===== src/rtl/jtcps15_mixer_pkg.sv =====
// Shared constants for the CPS1.5 output volume stage: gain table, FSM encoding
// and the Q2.14 fraction width.
package jtcps15_mixer_pkg;

   localparam int FRAC_W = 14;

   // Unsigned Q2.14 gains in 2 dB steps; level 15 is unity, level 0 is mute.
   localparam logic [15:0] GAIN_TBL [0:15] = '{
      16'd0,    16'd652,  16'd821,  16'd1034,
      16'd1301, 16'd1638, 16'd2063, 16'd2597,
      16'd3269, 16'd4115, 16'd5181, 16'd6523,
      16'd8211, 16'd10338, 16'd13014, 16'd16384
   };

   typedef enum logic [1:0] {
      ST_IDLE  = 2'd0,
      ST_MUL_L = 2'd1,
      ST_MUL_R = 2'd2,
      ST_OUT   = 2'd3
   } state_t;

endpackage


===== src/rtl/jtcps15_vol_ctrl.sv =====
// User volume control: rising-edge detection on vol_up/vol_down, saturating
// 0..15 level counter and gain table lookup.
module jtcps15_vol_ctrl
   import jtcps15_mixer_pkg::*;
#(
   parameter int VOL_INIT = 15
) (
   input  logic        clk,
   input  logic        rst,
   input  logic        vol_up,
   input  logic        vol_down,
   output logic [3:0]  level,
   output logic [15:0] gain
);

   logic up_reg;
   logic down_reg;
   logic up_rise;
   logic down_rise;

   assign up_rise   = vol_up & ~up_reg;
   assign down_rise = vol_down & ~down_reg;

   // Simultaneous up and down edges cancel out.
   always_ff @(posedge clk) begin
      if (rst) begin
         up_reg   <= 1'b0;
         down_reg <= 1'b0;
         level    <= 4'(VOL_INIT);
      end else begin
         up_reg   <= vol_up;
         down_reg <= vol_down;
         if (up_rise && !down_rise && level != 4'd15)
            level <= level + 4'd1;
         else if (down_rise && !up_rise && level != 4'd0)
            level <= level - 4'd1;
      end
   end

   assign gain = GAIN_TBL[level];

endmodule


===== src/rtl/jtcps15_mixer.sv =====
// Post-QSound volume stage: captures a stereo pair, scales both channels through
// one shared multiply-shift-saturate path, then re-strobes the saturated pair.
module jtcps15_mixer
   import jtcps15_mixer_pkg::*;
#(
   parameter int VOL_INIT = 15,
   parameter int BOOST    = 0
) (
   input  logic               clk,
   input  logic               rst,
   input  logic               vol_up,
   input  logic               vol_down,
   input  logic               sample_in,
   input  logic signed [15:0] left_in,
   input  logic signed [15:0] right_in,
   output logic signed [15:0] left,
   output logic signed [15:0] right,
   output logic               sample,
   output logic [3:0]         vol_level,
   output logic               clip,
   output logic               overrun
);

   localparam int SHIFT = FRAC_W - BOOST;

   state_t             state_reg;
   logic signed [15:0] left_reg;
   logic signed [15:0] right_reg;
   logic [15:0]        gain_reg;
   logic signed [15:0] acc_l_reg;
   logic signed [15:0] acc_r_reg;
   logic [15:0]        level_gain;

   logic signed [32:0] op_ext;
   logic signed [32:0] gain_ext;
   logic signed [32:0] product;
   logic signed [32:0] shifted;
   logic signed [15:0] sat_val;
   logic               sat_hit;

   jtcps15_vol_ctrl #(.VOL_INIT(VOL_INIT)) u_vol (
      .clk      (clk),
      .rst      (rst),
      .vol_up   (vol_up),
      .vol_down (vol_down),
      .level    (vol_level),
      .gain     (level_gain)
   );

   // Shared datapath: the state picks which captured channel feeds the multiplier.
   always_comb begin
      op_ext   = (state_reg == ST_MUL_R) ? 33'(right_reg) : 33'(left_reg);
      gain_ext = $signed({17'd0, gain_reg});
      product  = op_ext * gain_ext;
      shifted  = product >>> SHIFT;
      sat_hit  = 1'b0;
      sat_val  = shifted[15:0];
      if (shifted > 33'sd32767) begin
         sat_hit = 1'b1;
         sat_val = 16'sh7fff;
      end else if (shifted < -33'sd32768) begin
         sat_hit = 1'b1;
         sat_val = 16'sh8000;
      end
   end

   always_ff @(posedge clk) begin
      if (rst) begin
         state_reg <= ST_IDLE;
         left_reg  <= '0;
         right_reg <= '0;
         gain_reg  <= '0;
         acc_l_reg <= '0;
         acc_r_reg <= '0;
         left      <= '0;
         right     <= '0;
         sample    <= 1'b0;
         clip      <= 1'b0;
         overrun   <= 1'b0;
      end else begin
         sample <= 1'b0;
         if (sample_in && state_reg != ST_IDLE)
            overrun <= 1'b1;
         case (state_reg)
            ST_IDLE: begin
               if (sample_in) begin
                  left_reg  <= left_in;
                  right_reg <= right_in;
                  gain_reg  <= level_gain;
                  state_reg <= ST_MUL_L;
               end
            end
            ST_MUL_L: begin
               acc_l_reg <= sat_val;
               if (sat_hit) clip <= 1'b1;
               state_reg <= ST_MUL_R;
            end
            ST_MUL_R: begin
               acc_r_reg <= sat_val;
               if (sat_hit) clip <= 1'b1;
               state_reg <= ST_OUT;
            end
            default: begin
               left      <= acc_l_reg;
               right     <= acc_r_reg;
               sample    <= 1'b1;
               state_reg <= ST_IDLE;
            end
         endcase
      end
   end

endmodule


===== config.mk =====
export PLATFORM = sky130hd
export DESIGN_NAME = jtcps15_mixer
export DESIGN_NICKNAME = d
export VERILOG_FILES = /design/src/rtl/jtcps15_mixer_pkg.sv /design/src/rtl/jtcps15_vol_ctrl.sv /design/src/rtl/jtcps15_mixer.sv
export SDC_FILE = /design/constraint.sdc
export NUM_CORES = 1
export LEC_CHECK = 0
export ABC_AREA = 1
export CORE_ASPECT_RATIO = 0.5
export CORE_MARGIN = 3
export CORE_UTILIZATION = 40
export CTS_BUF_LIST = sky130_fd_sc_hd__clkbuf_2
export CTS_CLUSTER_SIZE = 10
export DETAILED_ROUTE_END_ITERATION = 10
export GPL_TIMING_DRIVEN = 0
export SYNTH_ARGS = -nofsm -noshare
export SYNTH_HDL_FRONTEND = slang
export SYNTH_SLANG_ARGS = --single-unit

===== constraint.sdc =====
create_clock -name clk -period 8.01 [get_ports clk]
set_clock_uncertainty 0.05 [all_clocks]
set_input_delay 1.602 -clock clk [delete_from_list [all_inputs] [get_ports clk]]
set_output_delay 1.602 -clock clk [all_outputs]
set_load 0.01 [all_outputs]

==> results.py, run 1 <==
metrics = {
    "synth": {
        "synth_area_sq_um": 14900,
        "ys_warn_count": 0,
        "synth_top_family_by_area": "adder cells",
        "synth_nets": 2359,
        "synth_edf_count": 0,
        "yosys.area_share.simple": 0.207,
        "synth_top_cell_by_area": "fa_1",
        "synthXorXnorAreaFrac": 0.0106,
        "netlist_instances": 1982,
        "synth_compound_area_frac": 0.0666,
        "async_flop_share": 0,
        "synth.area.top_cells": "fa_1, dfxtp_1, inv_1",
        "ys_types": 44,
        "avgSynthCellArea_sq_um": 7.52,
        "muxShareOfSynthArea": 0.000755,
        "synth_fa_ha_area_frac": 0.410,
        "synth_flop_cell": "dfxtp_1",
        "seq_area_frac_synth": 0.164,
        "yosys.area.top_type_share": 0.332,
        "ys_seq_elements": 122,
    },
    "setup_path": {
        "critPathSlowestCell": "fa_1",
        "r2r-end": "acc_r_reg[5]$_SDFFE_PP0P_",
        "path_max_fanout": 10,
        "critPathLaunch": "state_reg[0]$_SDFFE_PP0P_",
        "cpMostUsedCell": "inv_1",
        "start_kind": "flop",
        "crit_end": "acc_r_reg[5]$_SDFFE_PP0P_",
        "crit_path_end_kind": "flop",
        "crit_required_ns": 8.57,
        "cpPeakStageDelay_ns": 0.55,
        "r2r_setup_slack_ns": 0.42,
        "arrival_ns": 8.14,
        "critPathKind": "reg -> reg",
        "rr_startpoint": "state_reg[0]$_SDFFE_PP0P_",
        "r2r_cells": 35,
    },
    "clock_tree": {
        "numCtsBuffers": 17,
        "cts_tree": "done",
        "h-tree-depth": 4,
        "cts_root_buf": "clkbuf_2",
        "cts_buffer_depth": 2,
        "cts.sinks": 122,
        "postCtsHoldBufs": 0,
        "cts.clk_slew.worst_paths_ns": 0.21,
        "clkLatencyLatePin_ns": 0.70,
    },
    "placed_design": {
        "portBuffers": 75,
        "preCtsSetupSlack_ns": -0.323,
        "dp_hpwl_mm": 35.2,
        "dp_cells": 2541,
        "place_area_sq_um": 16300,
        "place_congestion": 0.938,
    },
    "timing": {
        "worstMarginPinSlew_ns": 0.789,
        "hold_viol": 0,
        "hold_ws_ns": 0.411,
        "slew_viol_final": 0,
        "period_share": 0.947,
        "max_freq_mhz": 132,
        "setup_viol_count_final": 0,
        "finalCriticalPeriod_ns": 7.59,
        "slew_headroom": 0.474,
        "rsz0062_at_grt": "false",
        "setup_ws_ns": 0.421,
    },
    "detailed_routing": {
        "remaining_drc_errors": 0,
        "first_iter_violations": 742,
        "ant_nets": 0,
        "firstDrtPassIters": 6,
        "wire_per_inst_um": 16.2,
        "vias": 12300,
        "drt_wl_total_mm": 41.7,
        "avgViaCountPerCell": 4.78,
    },
    "cells_and_area": {
        "syn2layout_area_growth_pct": 11.8,
        "final_design_area_no_fill_sq_um": 16700,
        "drive_gt1_frac": 0.0570,
        "fin_cells": 2572,
        "nets": 2453,
        "antenna_cells": 0,
    },
    "floorplanning": {
        "die_x_um": 279,
        "initial_core_util": 0.410,
        "coreArea_sq_um": 36400,
        "rows": 49,
        "die_h_um": 143,
        "fp.dieArea_sq_um": 39800,
        "top_level_ports": 76,
    },
    "global_route": {
        "grt_start_max_net_pins": 17,
        "grt.met3_usage": 0.0575,
        "globalRouteMet2Util": 0.336,
        "track_usage": 0.215,
        "grt-ovfl-total": 0,
        "met1_usage": 0.301,
        "top_usage_layer": "met2",
        "grt_pass1_vias": 12200,
        "antenna_found_initial": 0,
        "grt_pass1_wl_mm": 66.4,
    },
    "min_path": {
        "worstHoldStart": "acc_l_reg[14]$_SDFFE_PP0N_",
        "min_path_type": "reg -> reg",
    },
    "run_status": {
        "outcome": "finished, final reports clean",
    },
    "job": {
        "drv_cap": 0,
    },
}
[worst min path at each step]
stage | cells past startpoint | endpoint | slack (ns)
after floorplan | 2 | left[13]$_SDFFE_PP0P_ | 0.38
after global placement | 2 | right[15]$_SDFFE_PP0P_ | 0.40
after CTS | 2 | left[14]$_SDFFE_PP0P_ | 0.42
final | 2 | left[14]$_SDFFE_PP0P_ | 0.41
after detailed placement | 2 | right[15]$_SDFFE_PP0P_ | 0.41
after global routing | 2 | left[14]$_SDFFE_PP0P_ | 0.43
[through the flow]
| step | setup TNS, ns | utilization |
|---|---|---|
| after floorplan | 0 | - |
| after global placement | -5.38 | 0.447 |
| after detailed placement | -7.30 | 0.447 |
| after CTS | 0 | 0.455 |
| after global routing | 0 | 0.459 |
| final | 0 | 0.459 |
[final cells by class]
class                   count  area, sq um
inverters                 488         1880
repair buffers             76          758
clock inverters            13          170
well taps                 484          606
multi-input cells        1308        10400
flip-flops and latches    122         2440
fillers                  3755        19700
clock buffers              18         90.1
plain buffers              63          279
[timing repair]
item / 4_1_cts / 5_1_grt
setup endpoints to repair: 31 / 33
buffers inserted: 0 / 1
resized for setup: 12 / 34
[per-layer routing]
metal  share of wire  vias up
met2            0.44      306
met3           0.080       43
met4           0.015        0
met5               0        -
met1            0.46     5940
li1                -     5994
[logic make-up (layout without fill, tap and decap cells)]
kind of cell,Yosys count,in the layout
AOI/OAI and AO/OA,184,184
xor gates and xnor gates,18,18
buffers and inverters,552,658
muxes,1,1
and+or+nand+nor,765,765
DFF,122,122
adders and majority gates,340,340
[cell usage after synthesis (5+ instances only)]
library cell,n
a21o_1,6
xor2_1,13
o21ai_1,13
xnor2_1,5
or2_2,16
fa_1,247
clkbuf_1,53
ha_1,93
o21ai_0,92
dfxtp_1,122
a31oi_1,6
a21oi_1,50
nand2_2,19
nand2_1,318
nand3_1,55
inv_1,475
clkinv_1,12
buf_2,5
nor2_1,342
[layout by cell type, fill, tap and decap left out, types with 10 or more instances in the layout]
| cell type | instances |
|---|---|
| inv_1 | 472 |
| nor2_1 | 341 |
| nand2_1 | 318 |
| fa_1 | 246 |
| dfxtp_1 | 122 |
| ha_1 | 92 |
| o21ai_0 | 90 |
| clkdlybuf4s50_1 | 75 |
| nand3_1 | 54 |
| a21oi_1 | 49 |
| clkbuf_1 | 47 |
| clkbuf_2 | 21 |
| nand2_2 | 18 |
| or2_2 | 16 |
| xor2_1 | 13 |
| o21ai_2 | 10 |
[critical path: cells and delay by family, from the launching register on]
| family | cells | cell delay, ns |
|---|---|---|
| AND/OR/NAND/NOR | 13 | 1.61 |
| AO/OA/AOI/OAI | 2 | 0.45 |
| buffers and inverters | 12 | 1.36 |
| adder cells (fa/ha/maj) | 8 | 3.61 |
| flip-flops | 1 | 0.41 |
Power of run 1 is not shown: default switching activity piles up to over one toggle a cycle in this logic, so the estimate is an artifact.
==> run 2: changes to the inputs <==
- PLACE_DENSITY: default -> 0.59
- TNS_END_PERCENT: default -> 100
==> run 2 against run 1 <==
Against the previous run:
- wire length increased by 0.33%
- first-iteration DRC count increased by 15%
- via count increased by 0.20%
- cell count increased by 0.12%
- fmax decreased by 1.5%
- flip-flop and latch count unchanged
- sequential share of layout area about the same
- register-to-register slack got worse by 0.11 ns
- largest cell class unchanged
- worst hold slack about the same
- core utilization about the same
- die area unchanged
==> results.py, run 2 (synthesis results as in run 1) <==
metrics = {
    "run_status": {
        "outcome": "finished, final reports clean",
    },
    "placed_design": {
        "place_congestion": 0.935,
        "place_area_sq_um": 16300,
        "portBuffers": 75,
        "dp_hpwl_mm": 35.0,
    },
    "timing": {
        "slew_headroom": 0.426,
        "slew_viol_final": 0,
        "hold_viol": 0,
        "setup_viol_count_final": 0,
        "max_freq_mhz": 130,
        "worstMarginPinSlew_ns": 0.855,
        "period_share": 0.962,
        "rsz0062_at_grt": "false",
        "finalCriticalPeriod_ns": 7.70,
    },
    "global_route": {
        "track_usage": 0.219,
        "grt-ovfl-total": 0,
        "grt_pass1_vias": 12300,
        "grt_pass1_wl_mm": 67.4,
        "grt_start_max_net_pins": 17,
        "antenna_found_initial": 1,
    },
    "detailed_routing": {
        "avgViaCountPerCell": 4.78,
        "vias": 12300,
        "first_iter_violations": 851,
        "drt_wl_total_mm": 41.9,
        "wire_per_inst_um": 16.3,
        "firstDrtPassIters": 5,
        "ant_nets": 0,
        "remaining_drc_errors": 0,
    },
    "cells_and_area": {
        "final_design_area_no_fill_sq_um": 16700,
        "nets": 2454,
        "syn2layout_area_growth_pct": 11.8,
        "mostFrequentLayoutCells": "inv_1, nor2_1, nand2_1",
        "final_common_cell": "inv_1",
        "utilization": 0.458,
        "drive_gt1_frac": 0.0555,
    },
    "floorplanning": {
        "coreArea_sq_um": 36400,
        "die_x_um": 279,
        "top_level_ports": 76,
        "rows": 49,
        "fp.dieArea_sq_um": 39800,
        "initial_core_util": 0.410,
        "die_h_um": 143,
    },
    "clock_tree": {
        "cts.clk_slew.worst_paths_ns": 0.23,
        "cts_root_buf": "clkbuf_2",
        "cts_buffer_depth": 2,
        "cts.sinks": 122,
        "cts_tree": "done",
        "h-tree-depth": 4,
        "numCtsBuffers": 17,
        "clkLatencyLatePin_ns": 0.72,
    },
    "setup_path": {
        "cpPeakStageDelay_ns": 0.51,
        "start_kind": "flop",
        "crit_path_end_kind": "flop",
        "path_max_fanout": 10,
        "path_buf_inv": 9,
        "arrival_ns": 8.31,
        "crit_required_ns": 8.62,
        "path_delay_family": "adder cells",
        "critPathSlowestCell": "fa_1",
        "critPathKind": "reg -> reg",
    },
    "min_path": {
        "min_path_type": "reg -> reg",
    },
    "job": {
        "drv_cap": 0,
    },
}
run 2: cell count changes in the layout (fill, tap and decap cells not counted), sizes merged:
| cell | change |
|---|---|
| bufinv | -1 |
| diode | +1 |
| inv | +6 |
| clkinv | -2 |
| clkinvlp | -2 |
| buf | +1 |
run 2: worst paths after layout:
path / start / cells past startpoint / slack, ns / to
setup / recovery: state_reg[0]$_SDFFE_PP0P_ / 31 / 0.31 / acc_r_reg[7]$_SDFFE_PP0P_
setup reg to reg: state_reg[0]$_SDFFE_PP0P_ / 31 / 0.31 / acc_r_reg[7]$_SDFFE_PP0P_
hold / removal: acc_l_reg[15]$_SDFFE_PP0N_ / 2 / 0.41 / left[15]$_SDFFE_PP0P_
hold reg to reg: acc_l_reg[15]$_SDFFE_PP0N_ / 2 / 0.41 / left[15]$_SDFFE_PP0P_
run 2: timing repair:
action,in CTS,in global routing
hold buffers,0,0
pin swaps,0,0
setup endpoints to repair,31,33
buffers inserted,0,2
gates resized for setup,9,33
run 2: per-stage QoR:
stage	setup TNS, ns	setup slack [ns]	hold WS [ns]	std cells
after floorplan	0	1.18	0.384	1982
final	0	0.307	0.411	2575
after global routing	0	0.000603	0.428	2575
after CTS	0	0.0378	0.403	2573
after global placement	-6.31	-0.304	0.401	2541
after detailed placement	-6.46	-0.299	0.408	2541
run 2: final cells by class:
cell class / instances / area (sq um)
Timing Repair Buffer: 77 / 766
Antenna cell: 1 / 2.50
Sequential cell: 122 / 2440
Clock buffer: 18 / 90.1
Clock inverter: 14 / 160
Buffer: 63 / 279
Tap cell: 484 / 606
Fill cell: 3698 / 19700
Multi-Input combinational cell: 1308 / 10400
Inverter: 488 / 1870
run 2: worst reg2reg max path, delay by kind of cell, from the launching register on:
family | cells | cell delay [ns]
DFF | 1 | 0.41
adders and majority gates | 8 | 3.60
buffers and inverters | 9 | 1.23
and+or+nand+nor | 12 | 1.71
AOI/OAI and AO/OA | 2 | 0.66
run 2: layer usage:
metal,up-vias,track usage,part of all wire
met1,5937,0.310,0.48
met4,0,0.0519,0.020
met5,-,0,0
met2,313,0.332,0.43
li1,6005,-,-
met3,53,0.0634,0.072
Power of run 2 is left out for the same reason.
==> run 3: changes to the inputs <==
- PLACE_DENSITY: 0.59 -> default
- PLACE_DENSITY_LB_ADDON: default -> 0.15
==> run 3 against run 2 <==
Against the previous run:
- worst hold slack gained 0.0068 ns
- register-to-register slack gained 0.08 ns
- flip-flop and latch count is the same
- global-route usage grew 0.29 points
- setup slack gained 0.082 ns
- die area is the same
- core utilization is essentially flat
- cell count grew 0.12%
- non-clock buffer count grew 3
- count of clock-buffer cells in the layout shrank 1
==> results.py, run 3 (synthesis results as in run 1) <==
metrics = {
    "run_status": {
        "outcome": "finished, final reports clean",
    },
    "clock_tree": {
        "h-tree-depth": 4,
        "cts.clk_slew.worst_paths_ns": 0.22,
        "cts.sinks": 122,
        "cts_root_buf": "clkbuf_2",
        "clkLatencyLatePin_ns": 0.72,
        "numCtsBuffers": 17,
        "cts_tree": "done",
        "postCtsHoldBufs": 0,
        "cts_buffer_depth": 2,
    },
    "setup_path": {
        "crit_required_ns": 8.62,
        "arrival_ns": 8.23,
        "critPathKind": "reg -> reg",
        "crit_path_end_kind": "flop",
        "path_max_fanout": 10,
        "cpPeakStageDelay_ns": 0.67,
        "critPathSlowestCell": "fa_2",
        "start_kind": "flop",
        "cpMostUsedCell": "inv_1",
    },
    "timing": {
        "hold_viol": 0,
        "worstMarginPinSlew_ns": 0.822,
        "setup_ws_ns": 0.389,
        "max_freq_mhz": 131,
        "period_share": 0.951,
        "slew_viol_final": 0,
        "setup_viol_count_final": 0,
        "slew_headroom": 0.452,
        "finalCriticalPeriod_ns": 7.62,
        "rsz0062_at_grt": "false",
    },
    "floorplanning": {
        "fp.dieArea_sq_um": 39800,
        "top_level_ports": 76,
        "die_x_um": 279,
        "coreArea_sq_um": 36400,
        "die_h_um": 143,
        "initial_core_util": 0.410,
        "rows": 49,
    },
    "placed_design": {
        "place_area_sq_um": 16300,
        "dp_hpwl_mm": 36.1,
        "dp_cells": 2541,
        "place_congestion": 0.897,
        "preCtsSetupSlack_ns": -0.274,
        "portBuffers": 75,
    },
    "detailed_routing": {
        "drt_wl_total_mm": 42.7,
        "remaining_drc_errors": 0,
        "vias": 12400,
        "firstDrtPassIters": 8,
        "first_iter_violations": 841,
        "ant_nets": 0,
        "wire_per_inst_um": 16.5,
        "avgViaCountPerCell": 4.81,
    },
    "min_path": {
        "min_path_type": "reg -> reg",
    },
    "cells_and_area": {
        "drive_gt1_frac": 0.0573,
        "syn2layout_area_growth_pct": 11.7,
        "final_design_area_no_fill_sq_um": 16700,
        "final_common_cell": "inv_1",
        "utilization": 0.458,
        "nets": 2457,
        "fin_cells": 2578,
        "mostFrequentLayoutCells": "inv_1, nor2_1, nand2_1",
    },
    "global_route": {
        "track_usage": 0.222,
        "antenna_found_initial": 1,
        "grt_pass1_wl_mm": 67.5,
        "grt-ovfl-total": 0,
        "grt_start_max_net_pins": 17,
        "grt_pass1_vias": 12200,
    },
    "job": {
        "drv_cap": 0,
    },
}
==> run 3: routing by layer <==
layer  vias to the layer above  global-route usage  share of wire
li1                       6013                   -              -
met1                      5996               0.318           0.47
met2                       338               0.335           0.43
met3                        52              0.0561          0.074
met4                         0              0.0588          0.021
met5                         -                   0              0
==> run 3: metrics by stage <==
| step | setup TNS, ns | hold slack (ns) |
|---|---|---|
| finish | 0 | 0.418 |
| global route | 0 | 0.428 |
| CTS | 0 | 0.405 |
| detailed placement | -4.70 | 0.404 |
| global placement | -5.15 | 0.402 |
| floorplan | 0 | 0.384 |
==> run 3: final cells by class <==
type	count	area, sq um
repair buffers	80	788
inverters	488	1860
plain buffers	63	277
flip-flops and latches	122	2440
clock buffers	17	85.1
diodes	1	2.50
multi-input cells	1308	10400
clock inverters	15	161
well taps	484	606
fillers	3788	19700
==> run 3: critical path, delay by kind of cell (launching register included) <==
| kind | cells | cell delay [ns] |
|---|---|---|
| compound gates | 3 | 0.59 |
| fa+ha+maj | 8 | 3.81 |
| buf+inv | 10 | 1.31 |
| flops | 1 | 0.38 |
| simple gates | 13 | 1.41 |
==> run 3: final timing paths <==
| check | end | from | slack, ns | cells past startpoint |
|---|---|---|---|---|
| worst max-delay path | acc_r_reg[4]$_SDFFE_PP0P_ | state_reg[0]$_SDFFE_PP0P_ | 0.39 | 34 |
| worst min-delay path | left[13]$_SDFFE_PP0P_ | acc_l_reg[13]$_SDFFE_PP0N_ | 0.42 | 2 |
| worst max register to register | acc_r_reg[4]$_SDFFE_PP0P_ | state_reg[0]$_SDFFE_PP0P_ | 0.39 | 34 |
| worst min register to register | left[13]$_SDFFE_PP0P_ | acc_l_reg[13]$_SDFFE_PP0N_ | 0.42 | 2 |
==> run 3: repair_timing <==
item	CTS	global route
resized for setup	14	28
setup buffers	0	5
setup endpoints to repair	31	33
cloned	0	0
endpoints found under the hold margin	0	0
Power of run 3 is left out for the same reason.
